**config.mk**
```make
export PLATFORM = sky130hd
export DESIGN_NAME = float_div
export DESIGN_NICKNAME = d
export VERILOG_FILES = /design/src/rtl/float_pack.sv /design/src/rtl/float_div_mant.sv /design/src/rtl/float_div.sv
export SDC_FILE = /design/constraint.sdc
export NUM_CORES = 1
export LEC_CHECK = 0
export CORE_UTILIZATION = 52
export CTS_BUF_LIST = sky130_fd_sc_hd__clkbuf_4
export DETAILED_ROUTE_END_ITERATION = 12
export PLACE_DENSITY = 0.85
export SYNTH_ARGS = -nofsm -noshare
export SYNTH_HDL_FRONTEND = slang
export SYNTH_SLANG_ARGS = --single-unit
export TNS_END_PERCENT = 100
```
**constraint.sdc**
```tcl
create_clock -name clk -period 2.89 [get_ports clk]
set_input_delay 0.867 -clock clk [delete_from_list [all_inputs] [get_ports clk]]
set_output_delay 0.867 -clock clk [all_outputs]
set_load 0.01 [all_outputs]
```
**src/rtl/float_pack.sv**
```systemverilog
// Shared floating-point format, derived constants and the divider FSM states.
// Format widths default to single precision unless TB_MANT_SIZE / TB_EXP_SIZE
// are defined by the build.
`ifndef TB_MANT_SIZE
`define TB_MANT_SIZE 23
`endif
`ifndef TB_EXP_SIZE
`define TB_EXP_SIZE 8
`endif

package float_pack;

    localparam int N_mantisse = `TB_MANT_SIZE;
    localparam int N_exposant = `TB_EXP_SIZE;

    typedef struct packed {
        logic                  signe;
        logic [N_exposant-1:0] exposant;
        logic [N_mantisse-1:0] mantisse;
    } float;

    localparam int D_e     = 2**(N_exposant-1) - 1;
    localparam int EXP_MIN = 1;
    localparam int EXP_MAX = 2**N_exposant - 2;

    // Working exponent: signed, two spare bits for underflow/overflow headroom.
    localparam int EXP_W   = N_exposant + 2;

    // Mantissa datapath widths: significand with hidden bit, remainder with
    // one bit of shift headroom, quotient with integer bit plus guard bit.
    localparam int MANT_W  = N_mantisse + 1;
    localparam int REM_W   = N_mantisse + 2;
    localparam int QUO_W   = N_mantisse + 3;
    localparam int N_STEPS = N_mantisse + 3;
    localparam int CNT_W   = $clog2(N_STEPS + 1);

    typedef enum logic [2:0] {
        IDLE,
        LOAD,
        DIVIDE,
        NORM,
        DONE
    } div_state_t;

endpackage

```
**src/rtl/float_div_mant.sv**
```systemverilog
// Restoring mantissa divider: one quotient bit per step, N_STEPS steps.
// A step request after the last quotient bit only wraps the counter to 0.
module float_div_mant
    import float_pack::*;
(
    input  logic              clk,
    input  logic              reset,
    input  logic              load,
    input  logic              step,
    input  logic [MANT_W-1:0] dividend,
    input  logic [MANT_W-1:0] divisor,
    output logic [QUO_W-1:0]  quotient,
    output logic              count_done
);

    logic [REM_W-1:0]  rem_r;
    logic [MANT_W-1:0] div_r;
    logic [QUO_W-1:0]  quo_r;
    logic [CNT_W-1:0]  cnt_r;
    logic [REM_W:0]    diff;

    // Trial subtraction; the top bit is the borrow (negative result).
    always_comb begin
        diff = {1'b0, rem_r} - {2'b00, div_r};
    end

    assign count_done = (cnt_r == CNT_W'(N_STEPS));
    assign quotient   = quo_r;

    // Remainder, quotient and iteration counter.
    always_ff @(posedge clk) begin
        if (reset) begin
            rem_r <= '0;
            div_r <= '0;
            quo_r <= '0;
            cnt_r <= '0;
        end else if (load) begin
            rem_r <= {1'b0, dividend};
            div_r <= divisor;
            quo_r <= '0;
            cnt_r <= '0;
        end else if (step) begin
            if (count_done) begin
                cnt_r <= '0;
            end else begin
                if (!diff[REM_W]) begin
                    rem_r <= diff[REM_W-1:0] << 1;
                end else begin
                    rem_r <= rem_r << 1;
                end
                quo_r <= {quo_r[QUO_W-2:0], ~diff[REM_W]};
                cnt_r <= cnt_r + CNT_W'(1);
            end
        end
    end

endmodule

```
**src/rtl/float_div.sv**
```systemverilog
// Multi-cycle floating-point divider with fixed latency and saturation.
// Optional build macro FLOAT_DIV_ROUND_EN: round half-up on the guard bit
// instead of truncating.
//
// state  | meaning
// IDLE   | waiting for start
// LOAD   | capture sign, biased exponent difference and significands
// DIVIDE | restoring division, one quotient bit per cycle, then counter wrap
// NORM   | normalise, round, saturate and register the result
// DONE   | done pulse, result valid
module float_div
    import float_pack::*;
(
    input  logic clk,
    input  logic reset,
    input  logic start,
    input  float op1,
    input  float op2,
    output logic busy,
    output logic done,
    output float result,
    output logic div_zero
);

    div_state_t       state_r, state_nx;
    logic             sign_r;
    logic [EXP_W-1:0] exp_r;
    logic             op1_zero_r, op2_zero_r;
    logic             mant_load, mant_step, count_done;
    logic [QUO_W-1:0] quotient;

    logic [QUO_W-1:0]      q_norm;
    logic [EXP_W-1:0]      exp_norm, exp_fin;
    logic [N_mantisse-1:0] mant_fin;
    logic                  guard;
    logic                  exp_low, exp_high;
    float                  result_nx;
    logic                  unused_bits;

    float_div_mant u_mant (
        .clk        (clk),
        .reset      (reset),
        .load       (mant_load),
        .step       (mant_step),
        .dividend   ({1'b1, op1.mantisse}),
        .divisor    ({1'b1, op2.mantisse}),
        .quotient   (quotient),
        .count_done (count_done)
    );

    // Next-state and control decode.
    always_comb begin
        state_nx  = state_r;
        busy      = 1'b1;
        done      = 1'b0;
        mant_load = 1'b0;
        mant_step = 1'b0;
        case (state_r)
            IDLE: begin
                busy = 1'b0;
                if (start) state_nx = LOAD;
            end
            LOAD: begin
                mant_load = 1'b1;
                state_nx  = DIVIDE;
            end
            DIVIDE: begin
                mant_step = 1'b1;
                if (count_done) state_nx = NORM;
            end
            NORM: begin
                state_nx = DONE;
            end
            DONE: begin
                done     = 1'b1;
                state_nx = IDLE;
            end
            default: begin
                state_nx = IDLE;
            end
        endcase
    end

    // Normalise on the integer bit, then optionally round on the guard bit.
    always_comb begin
        q_norm   = quotient;
        exp_norm = exp_r;
        if (!quotient[QUO_W-1]) begin
            q_norm   = quotient << 1;
            exp_norm = exp_r - EXP_W'(1);
        end
        guard    = q_norm[1];
        mant_fin = q_norm[QUO_W-2:2];
        exp_fin  = exp_norm;
`ifdef FLOAT_DIV_ROUND_EN
        if (guard) begin
            if (&mant_fin) begin
                mant_fin = '0;
                exp_fin  = exp_norm + EXP_W'(1);
            end else begin
                mant_fin = mant_fin + 1'b1;
            end
        end
`endif
    end

    assign unused_bits = ^{q_norm[QUO_W-1], q_norm[0], guard};

    // Saturation: divide-by-zero and overflow clamp to the largest finite
    // value; underflow or a zero dividend flushes to signed zero.
    always_comb begin
        exp_low  = exp_fin[EXP_W-1] || (exp_fin < EXP_W'(EXP_MIN));
        exp_high = !exp_fin[EXP_W-1] && (exp_fin > EXP_W'(EXP_MAX));
        result_nx.signe    = sign_r;
        result_nx.exposant = exp_fin[N_exposant-1:0];
        result_nx.mantisse = mant_fin;
        if (op2_zero_r || (!op1_zero_r && !exp_low && exp_high)) begin
            result_nx.exposant = N_exposant'(EXP_MAX);
            result_nx.mantisse = '1;
        end else if (op1_zero_r || exp_low) begin
            result_nx.exposant = '0;
            result_nx.mantisse = '0;
        end
    end

    // State, operand attributes and registered outputs.
    always_ff @(posedge clk) begin
        if (reset) begin
            state_r    <= IDLE;
            sign_r     <= 1'b0;
            exp_r      <= '0;
            op1_zero_r <= 1'b0;
            op2_zero_r <= 1'b0;
            result     <= '0;
            div_zero   <= 1'b0;
        end else begin
            state_r <= state_nx;
            if (state_r == LOAD) begin
                sign_r     <= op1.signe ^ op2.signe;
                exp_r      <= {2'b00, op1.exposant} - {2'b00, op2.exposant} + EXP_W'(D_e);
                op1_zero_r <= (op1.exposant == '0);
                op2_zero_r <= (op2.exposant == '0);
                div_zero   <= 1'b0;
            end
            if (state_r == NORM) begin
                result   <= result_nx;
                div_zero <= op2_zero_r;
            end
        end
    end

endmodule

```
==> reports/results.ini, run 1 <==
[synth]
synth_top_area_frac = 0.352
synth_warnings = 0
synth_cell_type_count = 68
avgSynthCellArea_um2 = 7.93
synth_area_leaders = dfxtp_1 (35%), nand2_1 (8.2%), a21oi_1 (8.0%)
ys_seq_area_frac = 0.352
async_flop_share = 0
yosys.area_share.simple = 0.184
synth_common_cells = nand2_1 (160), dfxtp_1 (129), a21oi_1 (117)
syn_inst = 926
ys.flop_type = dfxtp_1
synth_edf_count = 0
synth_compound_area_frac = 0.246
synth_mux_area_frac = 0.0627
yosys.area_share.adder = 0.0668
syn_area_um2 = 7340
synth.most_common_cell = nand2_1
yosysTopAreaCell = dfxtp_1
ys_ff_latch = 129
syn_nets = 1031
synth-xor-area-share = 0.0358
synth_top_family_by_area = compound AO/OA/AOI/OAI gates

[critical_path]
r2r_slack_ns = 0.18
crit_buf_inv = 2
crit_type = in -> reg
reg2reg_from = u_mant.div_r[1]
r2r-end = u_mant.rem_r[4]
critical_path.max_fanout = 3
end_kind = flop
critPathRequiredTime_ns = 3.34
critPathArrivalTime_ns = 3.24
start_kind = input pin
path_cells = clkdlybuf4s50_1 > ha_1 > inv_1 > fa_2 > a21o_1 > a21oi_4 > o21ai_0 > o211ai_1 > o2111ai_1 > or3_1 > a41o_1
critical-path-max-stage-delay_ns = 0.48
r2r_cells = 12
critical-path-top-delay-family = compound AO/OA/AOI/OAI gates
crit_path_top_delay_cell = clkdlybuf4s50_1

[layout]
fin_cells = 1227
n_fill_cell = 1131
nNetsFinal = 1139
finish.utilization = 0.655
drive_gt1_frac = 0.110
area_growth_pct = 23.2

[clocking]
cts_root_buf = clkbuf_4
clk_path_buf_depth = 2
cts_made_buffers = 17
cts_tree = built
path_clk_slew_ns = 0.12
cts_hold_buf = 0
clock_latency_ns = 0.55
htreeDepth = 4
clock_sinks = 129

[grt]
use_met1 = 0.339
grt_max_degree = 57
grt_use_total = 0.258
antenna_found_initial = 1
grt_busiest_layer = met2
grt.overflow.total = 0
use_met3 = 0.0396
grt_use_met2 = 0.430
grt_pass1_wl_mm = 30.2
grt_pass1_vias = 6396

[timing]
setup_viol = 0
worst_slack_ns = 0.0971
drv_slew = 0
final.setup.tns_ns = 0
max_slew_margin = 0.469
finalCriticalPeriod_ns = 2.79
finClkSkew_ns = 0.0237
max_freq_ghz = 0.358
min_period_over_period = 0.966
hold_violations = 0
worst_pin_slew_ns = 0.796

[power]
p_leak_nw = 3.49
power.density_nw_per_um2 = 690
ir_worst_vdd_mv = 0.337

[min_path]
hp-class = reg -> reg
min_to = u_mant.div_r[9]
hold_start = u_mant.div_r[9]
hold_depth = 2

[placed_design]
dp_hpwl_mm = 13.0
place.gp.congestion = 0.967
place_ws_ns = -0.514
dp_cells = 1193
port_buffers = 101

[routing]
remaining_drc_errors = 0
post_drt_wl_per_cell_um = 14.9
ant_nets = 0
drt_iter0_drc = 408
num_vias = 7017
dr.pass1.iters = 5
vias_per_cell = 5.72
finalWirelength_mm = 18.3

[die]
core-area_um2 = 13800
io_pins = 102
die_height_um = 121
die_w_um = 121
initial_core_util = 0.531
placementRows = 43
fp.dieArea_um2 = 14600

[job]
cap_violations = 0

[status]
status = finished, final reports clean

==> report_power, final <==
| group | switching [mW] | internal, mW | total, mW | leakage, nW |
|---|---|---|---|---|
| Clock | 0.699 | 0.692 | 1.39 | 0.162 |
| Combinational | 1.53 | 1.33 | 2.86 | 2.28 |
| Sequential | 0.0974 | 1.89 | 1.99 | 1.05 |
==> area by class of cell <==
| cell class | count | area [um^2] | share of cell area |
|---|---|---|---|
| Antenna cell | 1 | 2.50 | 0.000277 |
| Clock buffer | 18 | 135 | 0.0149 |
| Clock inverter | 13 | 186 | 0.0206 |
| Inverter | 48 | 180 | 0.0199 |
| Multi-Input combinational cell | 699 | 4420 | 0.488 |
| Sequential cell | 129 | 2580 | 0.285 |
| Tap cell | 180 | 225 | 0.0249 |
| Timing Repair Buffer | 139 | 1320 | 0.145 |
==> state kept, by name (all words and copies together), names as in the netlist <==
register         count
op1_zero_r           1
div_zero             1
exp_r               10
state_r              3
u_mant.cnt_r         5
result              32
sign_r               1
u_mant.div_r        24
op2_zero_r           1
u_mant.rem_r        25
u_mant.quotient     26
==> worst min-delay path, stage by stage, from the launching register on <==
cell and delay (ns):
dfxtp_1 0.33, nand2_1 0.05, a21oi_1 0.05
==> worst max-delay path by stage <==
| stage | start | to | slack [ns] | cells past startpoint |
|---|---|---|---|---|
| after floorplan | op1[23] | exp_r[7] | 0.04 | 11 |
| after global placement | op2[23] | exp_r[7] | -0.45 | 11 |
| after detailed placement | op2[23] | exp_r[7] | -0.51 | 11 |
| after CTS | op1[23] | exp_r[7] | 0.1 | 12 |
| after global routing | u_mant.div_r[9] | u_mant.rem_r[9] | -0.01 | 12 |
| final | op2[23] | exp_r[7] | 0.1 | 11 |
==> metrics by stage <==
step                power [mW]  instance area [um^2]  hold WS, ns
floorplan                 4.02                  7360        0.432
global placement          4.71                  8690        0.443
detailed placement        4.76                  8690        0.448
CTS                       6.16                  9010        0.465
global route              6.64                  9050        0.475
finish                    6.25                  9050        0.463
==> logic make-up after synthesis <==
| kind of cell | Yosys count |
|---|---|
| xor gates and xnor gates | 30 |
| buffers and inverters | 98 |
| DFF | 129 |
| AOI/OAI and AO/OA | 290 |
| muxes | 43 |
| adders and majority gates | 38 |
| and+or+nand+nor | 298 |
==> layout by cell type, fill, tap and decap left out, types with 4 or more instances in the layout <==
cell type / n
mux2i_1: 19
or3_1: 5
o22ai_1: 16
nor4_1: 5
o21a_1: 9
a211oi_1: 8
mux2_2: 24
nor2_1: 47
a22oi_1: 16
xnor2_1: 23
nand3_1: 16
a31oi_1: 5
o21ai_0: 57
nand4_1: 7
nand2_1: 160
clkbuf_4: 18
a21oi_1: 114
nand2b_1: 10
o211ai_1: 5
nor3_1: 11
and3_1: 8
xor2_1: 6
inv_1: 48
a211oi_2: 4
nor2b_1: 8
and2_1: 5
o21bai_1: 5
buf_4: 36
clkdlybuf4s50_1: 100
dfxtp_1: 128
a21o_1: 11
bufinv_16: 4
ha_1: 36
==> what timing repair did <==
action | in CTS | in global routing
endpoints found under the setup margin | 0 | 17
resized for setup | 0 | 6
buffers inserted | 0 | 2
==> layer usage <==
layer	up-vias	routed length [um]
met2	216	8820
met5	-	0
met4	0	299
met3	28	941
met1	3275	8200
li1	3498	-
Note: power is estimated with default switching activity, not from simulation.
==> run 2, diff against run 1 <==
--- a/config.mk
+++ b/config.mk
@@ -8,7 +8,7 @@
 export CORE_UTILIZATION = 52
 export CTS_BUF_LIST = sky130_fd_sc_hd__clkbuf_4
 export DETAILED_ROUTE_END_ITERATION = 12
-export PLACE_DENSITY = 0.85
+export PLACE_DENSITY = 0.79
 export SYNTH_ARGS = -nofsm -noshare
 export SYNTH_HDL_FRONTEND = slang
 export SYNTH_SLANG_ARGS = --single-unit
==> constraint.sdc (replaced) <==
create_clock -name clk -period 2.89 [get_ports clk]
set_input_delay 0.867 -clock clk [delete_from_list [all_inputs] [get_ports clk]]
set_output_delay 0.867 -clock clk [all_outputs]
set_load 0.005 [all_outputs]
==> reports/results.ini, run 2 (synthesized netlist as in run 1, its figures left out) <==
[timing]
worst_slack_ns = 0.0646  ; -0.0326 ns
hold_violations = 0  ; unchanged
drv_slew = 0  ; unchanged
worst_pin_slew_ns = 0.726  ; -0.0699 ns
min_period_over_period = 0.978  ; +0.0113
finClkSkew_ns = 0.0223  ; -0.00135 ns
finalCriticalPeriod_ns = 2.83  ; +0.0326 ns
setup_viol = 0  ; unchanged
max_slew_margin = 0.516  ; +0.0466
final.setup.tns_ns = 0  ; unchanged
max_freq_ghz = 0.354  ; -1.2%

[critical_path]
crit_type = in -> reg
end_kind = flop
r2r-end = u_mant.rem_r[4]
crit_start = op2[23]
critPathArrivalTime_ns = 3.30  ; +0.06 ns
r2r_cells = 12  ; unchanged
critical_path.max_fanout = 3  ; unchanged
r2r_slack_ns = 0.19  ; about the same
reg2reg_from = u_mant.div_r[1]
crit_path_end = exp_r[7]
start_kind = input pin
critPathRequiredTime_ns = 3.37  ; +0.03 ns

[power]
power.density_nw_per_um2 = 657  ; -4.8%
power.internal_mw = 3.56  ; -9.1%
ir_worst_vdd_mv = 0.421  ; +25%
power_frac_comb = 0.475  ; +0.017
power_frac_seq = 0.339  ; +0.020
clockPowerShare = 0.186  ; -0.037
switching_power_mw = 2.32  ; -0.28%
p_leak_nw = 3.45  ; -1.2%
switching_share = 0.395  ; +0.0220

[clocking]
cts_hold_buf = 0  ; unchanged
clock_sinks = 129  ; unchanged
clock_latency_ns = 0.58  ; +0.03 ns
path_clk_slew_ns = 0.12  ; about the same
cts_made_buffers = 17  ; unchanged
cts_root_buf = clkbuf_4
cts_tree = built
htreeDepth = 4  ; unchanged
clk_path_buf_depth = 2  ; unchanged

[routing]
ant_nets = 0  ; unchanged
remaining_drc_errors = 0  ; unchanged
met3_length_um = 658  ; -30%
maxUsedRoutingLayer = met4
wl_met1_mm = 8.33  ; +1.6%
drt_iter0_drc = 418  ; +2.5%
post_drt_wl_per_cell_um = 14.4  ; -3.4%
dr.pass1.iters = 5  ; unchanged
wl_met2_mm = 8.33  ; -5.6%
vias_per_cell = 5.59  ; -2.2%
num_vias = 6845  ; -2.5%
finalWirelength_mm = 17.6  ; -3.6%

[grt]
grt_pass1_vias = 6339  ; -0.89%
grt.overflow.total = 0  ; unchanged
grt_use_total = 0.252  ; -0.00627
antenna_found_initial = 0  ; -1
grt_max_degree = 68  ; +19%
grt_pass1_wl_mm = 29.6  ; -1.9%

[layout]
top_register = result
nNetsFinal = 1136  ; -0.26%
largest_register_ffs = 32  ; unchanged
mostFrequentLayoutCells = nand2_1 (160), dfxtp_1 (129), a21oi_1 (114), clkdlybuf4s50_1 (100), o21ai_0 (56)
fin_cells = 1224  ; -0.24%
final_common_cell = nand2_1
fin_area_um2 = 8950  ; -1.1%
diodes = 0  ; -1
finish.utilization = 0.647  ; -0.00724
drive_gt1_frac = 0.109  ; -0.000747
area_growth_pct = 21.9
n_fill_cell = 1214  ; +7.3%

[placed_design]
place.gp.congestion = 0.897  ; -7.2%
dpl_cell_area_um2 = 8660  ; -0.32%
port_buffers = 101  ; unchanged
place_ws_ns = -0.558  ; -0.0432 ns
dp_cells = 1191  ; -0.17%
dp_hpwl_mm = 12.5  ; -3.9%

[die]
core-area_um2 = 13800  ; unchanged
initial_core_util = 0.531  ; unchanged
die_height_um = 121  ; unchanged
io_pins = 102  ; unchanged
die_w_um = 121  ; unchanged
fp.dieArea_um2 = 14600  ; unchanged
placementRows = 43  ; unchanged

[min_path]
hold_start = u_mant.div_r[13]
hp-class = reg -> reg

[job]
cap_violations = 0  ; unchanged

[status]
status = finished, final reports clean

-- run 2: area by class of cell --
cell class / count / area, um^2 / area share
flip-flops and latches: 129 / 2580 / 0.289
well taps: 180 / 225 / 0.0252
multi-input cells: 699 / 4440 / 0.496
repair buffers: 136 / 1280 / 0.143
inverters: 48 / 180 / 0.0201
clock buffers: 18 / 135 / 0.0151
clock inverters: 14 / 109 / 0.0122
-- run 2: power groups by stage --
stage / Clock (mW) / Combinational, mW / Sequential [mW]
2_1_floorplan: 0 / 2.01 / 2.00
4_1_cts: 1.13 / 2.70 / 1.99
3_5_place_dp: 0 / 2.68 / 2.03
3_3_place_gp: 0 / 2.65 / 2.03
6_report: 1.09 / 2.80 / 1.99
5_1_grt: 1.20 / 3.08 / 2.01
-- run 2: worst max-delay path: stages --
cell and delay (ns):
clkdlybuf4s50_1 0.51, ha_1 0.19, inv_1 0.06, fa_2 0.34, a21o_1 0.21, a21oi_4 0.18
o21ai_0 0.11, o211ai_1 0.12, o2111ai_1 0.16, or3_1 0.34, a41o_1 0.23
-- run 2: what timing repair did --
| action | 4_1_cts | 5_1_grt |
|---|---|---|
| setup buffers | 0 | 1 |
| endpoints found under the setup margin | 0 | 22 |
| gates resized for setup | 0 | 9 |
-- run 2: worst min path at each step --
| stage | endpoint | cells after the start |
|---|---|---|
| CTS | u_mant.div_r[21] | 2 |
| detailed placement | u_mant.div_r[20] | 2 |
| floorplan | u_mant.quotient[1] | 2 |
| finish | u_mant.div_r[13] | 2 |
| global route | u_mant.div_r[13] | 2 |
| global placement | u_mant.div_r[19] | 2 |
-- run 2: stage by stage --
step | hold WS, ns | power, mW
after floorplan | 0.432 | 4.01
after global routing | 0.482 | 6.29
after CTS | 0.465 | 5.81
after global placement | 0.444 | 4.68
final | 0.465 | 5.88
after detailed placement | 0.447 | 4.71
-- run 2: per-layer routing --
metal | GRT usage | up-vias
met5 | 0 | -
met4 | 0.0810 | 0
met3 | 0.0552 | 22
met2 | 0.419 | 140
met1 | 0.323 | 3197
li1 | - | 3486
==> run 3, diff against run 2 <==
--- a/config.mk
+++ b/config.mk
@@ -5,6 +5,7 @@
 export SDC_FILE = /design/constraint.sdc
 export NUM_CORES = 1
 export LEC_CHECK = 0
+export CORE_ASPECT_RATIO = 1.2
 export CORE_UTILIZATION = 52
 export CTS_BUF_LIST = sky130_fd_sc_hd__clkbuf_4
 export DETAILED_ROUTE_END_ITERATION = 12
==> reports/results.ini, run 3 (synthesized netlist as in run 1, its figures left out) <==
[routing]
finalWirelength_mm = 18.4  ; +4.4%
post_drt_wl_per_cell_um = 15.0  ; +4.5%
remaining_drc_errors = 0  ; unchanged
vias_per_cell = 5.63  ; +0.63%
num_vias = 6877  ; +0.47%
ant_nets = 0  ; unchanged
dr.pass1.iters = 5  ; unchanged
drt_iter0_drc = 376  ; -10%

[power]
switching_share = 0.396  ; +0.000489
finalPower_mw = 6.05  ; +2.8%
ir_worst_vdd_mv = 0.690  ; +64%
power_frac_seq = 0.330  ; -0.009
power.density_nw_per_um2 = 669  ; +1.8%
p_leak_nw = 3.52  ; +2.0%
switching_power_mw = 2.39  ; +2.9%
power_frac_comb = 0.466  ; -0.009
clockPowerShare = 0.204  ; +0.018
power.internal_mw = 3.65  ; +2.7%

[timing]
setup_viol = 0  ; unchanged
hold_violations = 0  ; unchanged
max_freq_ghz = 0.351  ; -0.91%
drv_slew = 0  ; unchanged
finClkSkew_ns = 0.0201  ; -0.00227 ns
worst_pin_slew_ns = 1.08  ; +0.353 ns
min_period_over_period = 0.987  ; +0.00899
max_slew_margin = 0.278  ; -0.238
finalCriticalPeriod_ns = 2.85  ; +0.0260 ns
worst_slack_ns = 0.0386  ; -0.0260 ns

[grt]
grt_use_total = 0.253  ; +0.000553
antenna_found_initial = 1  ; +1
grt_pass1_vias = 6458  ; +1.9%
grt.overflow.total = 0  ; unchanged
grt_pass1_wl_mm = 30.3  ; +2.3%
grt_max_degree = 68  ; unchanged

[critical_path]
critical_path.max_fanout = 3  ; unchanged
critPathRequiredTime_ns = 3.34  ; -0.03 ns
crit_type = in -> reg
crit_start = op2[24]
critical-path-max-stage-delay_ns = 0.49  ; -0.02 ns
critical-path-top-delay-family = simple AND/OR/NAND/NOR gates
crit_buf_inv = 2  ; unchanged
critPathArrivalTime_ns = 3.30  ; about the same
crit_path_top_delay_cell = clkdlybuf4s50_1
reg2reg_from = u_mant.div_r[5]
r2r_slack_ns = 0.16  ; -0.03 ns
path_cells = clkdlybuf4s50_1 > inv_1 > ha_1 > nor2b_1 > o21a_1 > or3_4 > a21oi_4 > o2111ai_1 > or3_1 > a41o_1
end_kind = flop
start_kind = input pin

[clocking]
clock_latency_ns = 0.55  ; -0.03 ns
cts_made_buffers = 17  ; unchanged
path_clk_slew_ns = 0.12  ; about the same
clock_sinks = 129  ; unchanged
cts_root_buf = clkbuf_4
htreeDepth = 4  ; unchanged
cts_hold_buf = 0  ; unchanged
clk_path_buf_depth = 2  ; unchanged
cts_tree = built

[placed_design]
dp_cells = 1186  ; -0.42%
place_ws_ns = -0.533  ; +0.0246 ns
dp_hpwl_mm = 12.8  ; +2.3%
port_buffers = 101  ; unchanged
place.gp.congestion = 0.873  ; -2.7%

[layout]
largest_register_ffs = 32  ; unchanged
final_common_cell = nand2_1
area_growth_pct = 23.0
fin_cells = 1222  ; -0.16%
top_register = result
register_area_um2 = 2580  ; about the same
nNetsFinal = 1141  ; +0.44%
n_fill_cell = 1172  ; -3.5%
multi_input_area_um2 = 4440  ; about the same
drive_gt1_frac = 0.116  ; +0.00711
mostFrequentLayoutCells = nand2_1 (160), dfxtp_1 (128), a21oi_1 (114), clkdlybuf4s50_1 (98), o21ai_0 (55)

[die]
initial_core_util = 0.531  ; about the same
placementRows = 47  ; +9.3%
core-area_um2 = 13800  ; about the same
die_w_um = 110  ; -8.6%
fp.dieArea_um2 = 14600  ; about the same
io_pins = 102  ; unchanged
die_height_um = 132  ; +9.4%

[job]
cap_violations = 0  ; unchanged

[status]
status = finished, final reports clean

[min_path]
hp-class = reg -> reg
hold_start = u_mant.div_r[4]

run 3: metrics by stage:
step	util	hold WS, ns	TNS [ns]	instance area, um^2
2_1_floorplan	-	0.432	0	7360
3_3_place_gp	0.629	0.442	-2.09	8690
3_5_place_dp	0.629	0.450	-2.50	8690
4_1_cts	0.649	0.467	0	8960
5_1_grt	0.654	0.481	-0.0358	9030
6_report	0.654	0.465	0	9030
run 3: metal layers:
| layer | global-route usage | wire [um] | vias up |
|---|---|---|---|
| li1 | - | - | 3508 |
| met1 | 0.311 | 8300 | 3178 |
| met2 | 0.432 | 8880 | 160 |
| met3 | 0.0524 | 742 | 31 |
| met4 | 0.0963 | 446 | 0 |
| met5 | 0 | 0 | - |
run 3: layout make-up:
| cell class | instances | share of cell area |
|---|---|---|
| tap | 171 | 0.0237 |
| antenna | 2 | 0.000554 |
| sequential | 129 | 0.286 |
| clock inverter | 15 | 0.0163 |
| clock buffer | 17 | 0.0141 |
| inverter | 48 | 0.0199 |
| multi-input combinational | 699 | 0.491 |
| timing repair buffer | 141 | 0.148 |
run 3: path summary, 6_finish.rpt:
path | end | cells after the start
max | exp_r[7] | 10
min | u_mant.div_r[4] | 2
max reg2reg | u_mant.rem_r[3] | 12
min reg2reg | u_mant.div_r[4] | 2
run 3: what timing repair did:
item	CTS	global route
setup buffers	0	2
resized for setup	0	14
setup endpoints to repair	0	27
run 3: power by group through the flow:
| stage | Combinational (mW) | Sequential, mW | Clock (mW) |
|---|---|---|---|
| after floorplan | 2.01 | 2.00 | 0 |
| after global placement | 2.67 | 2.03 | 0 |
| after detailed placement | 2.70 | 2.03 | 0 |
| after CTS | 2.72 | 1.99 | 1.26 |
| after global routing | 3.09 | 2.01 | 1.34 |
| final | 2.82 | 1.99 | 1.23 |
run 3: tightest hold or removal path: cells and delay by family, from the launching register on:
family | cells | cell delay (ns)
flops | 1 | 0.33
compound gates | 1 | 0.05
simple gates | 1 | 0.05
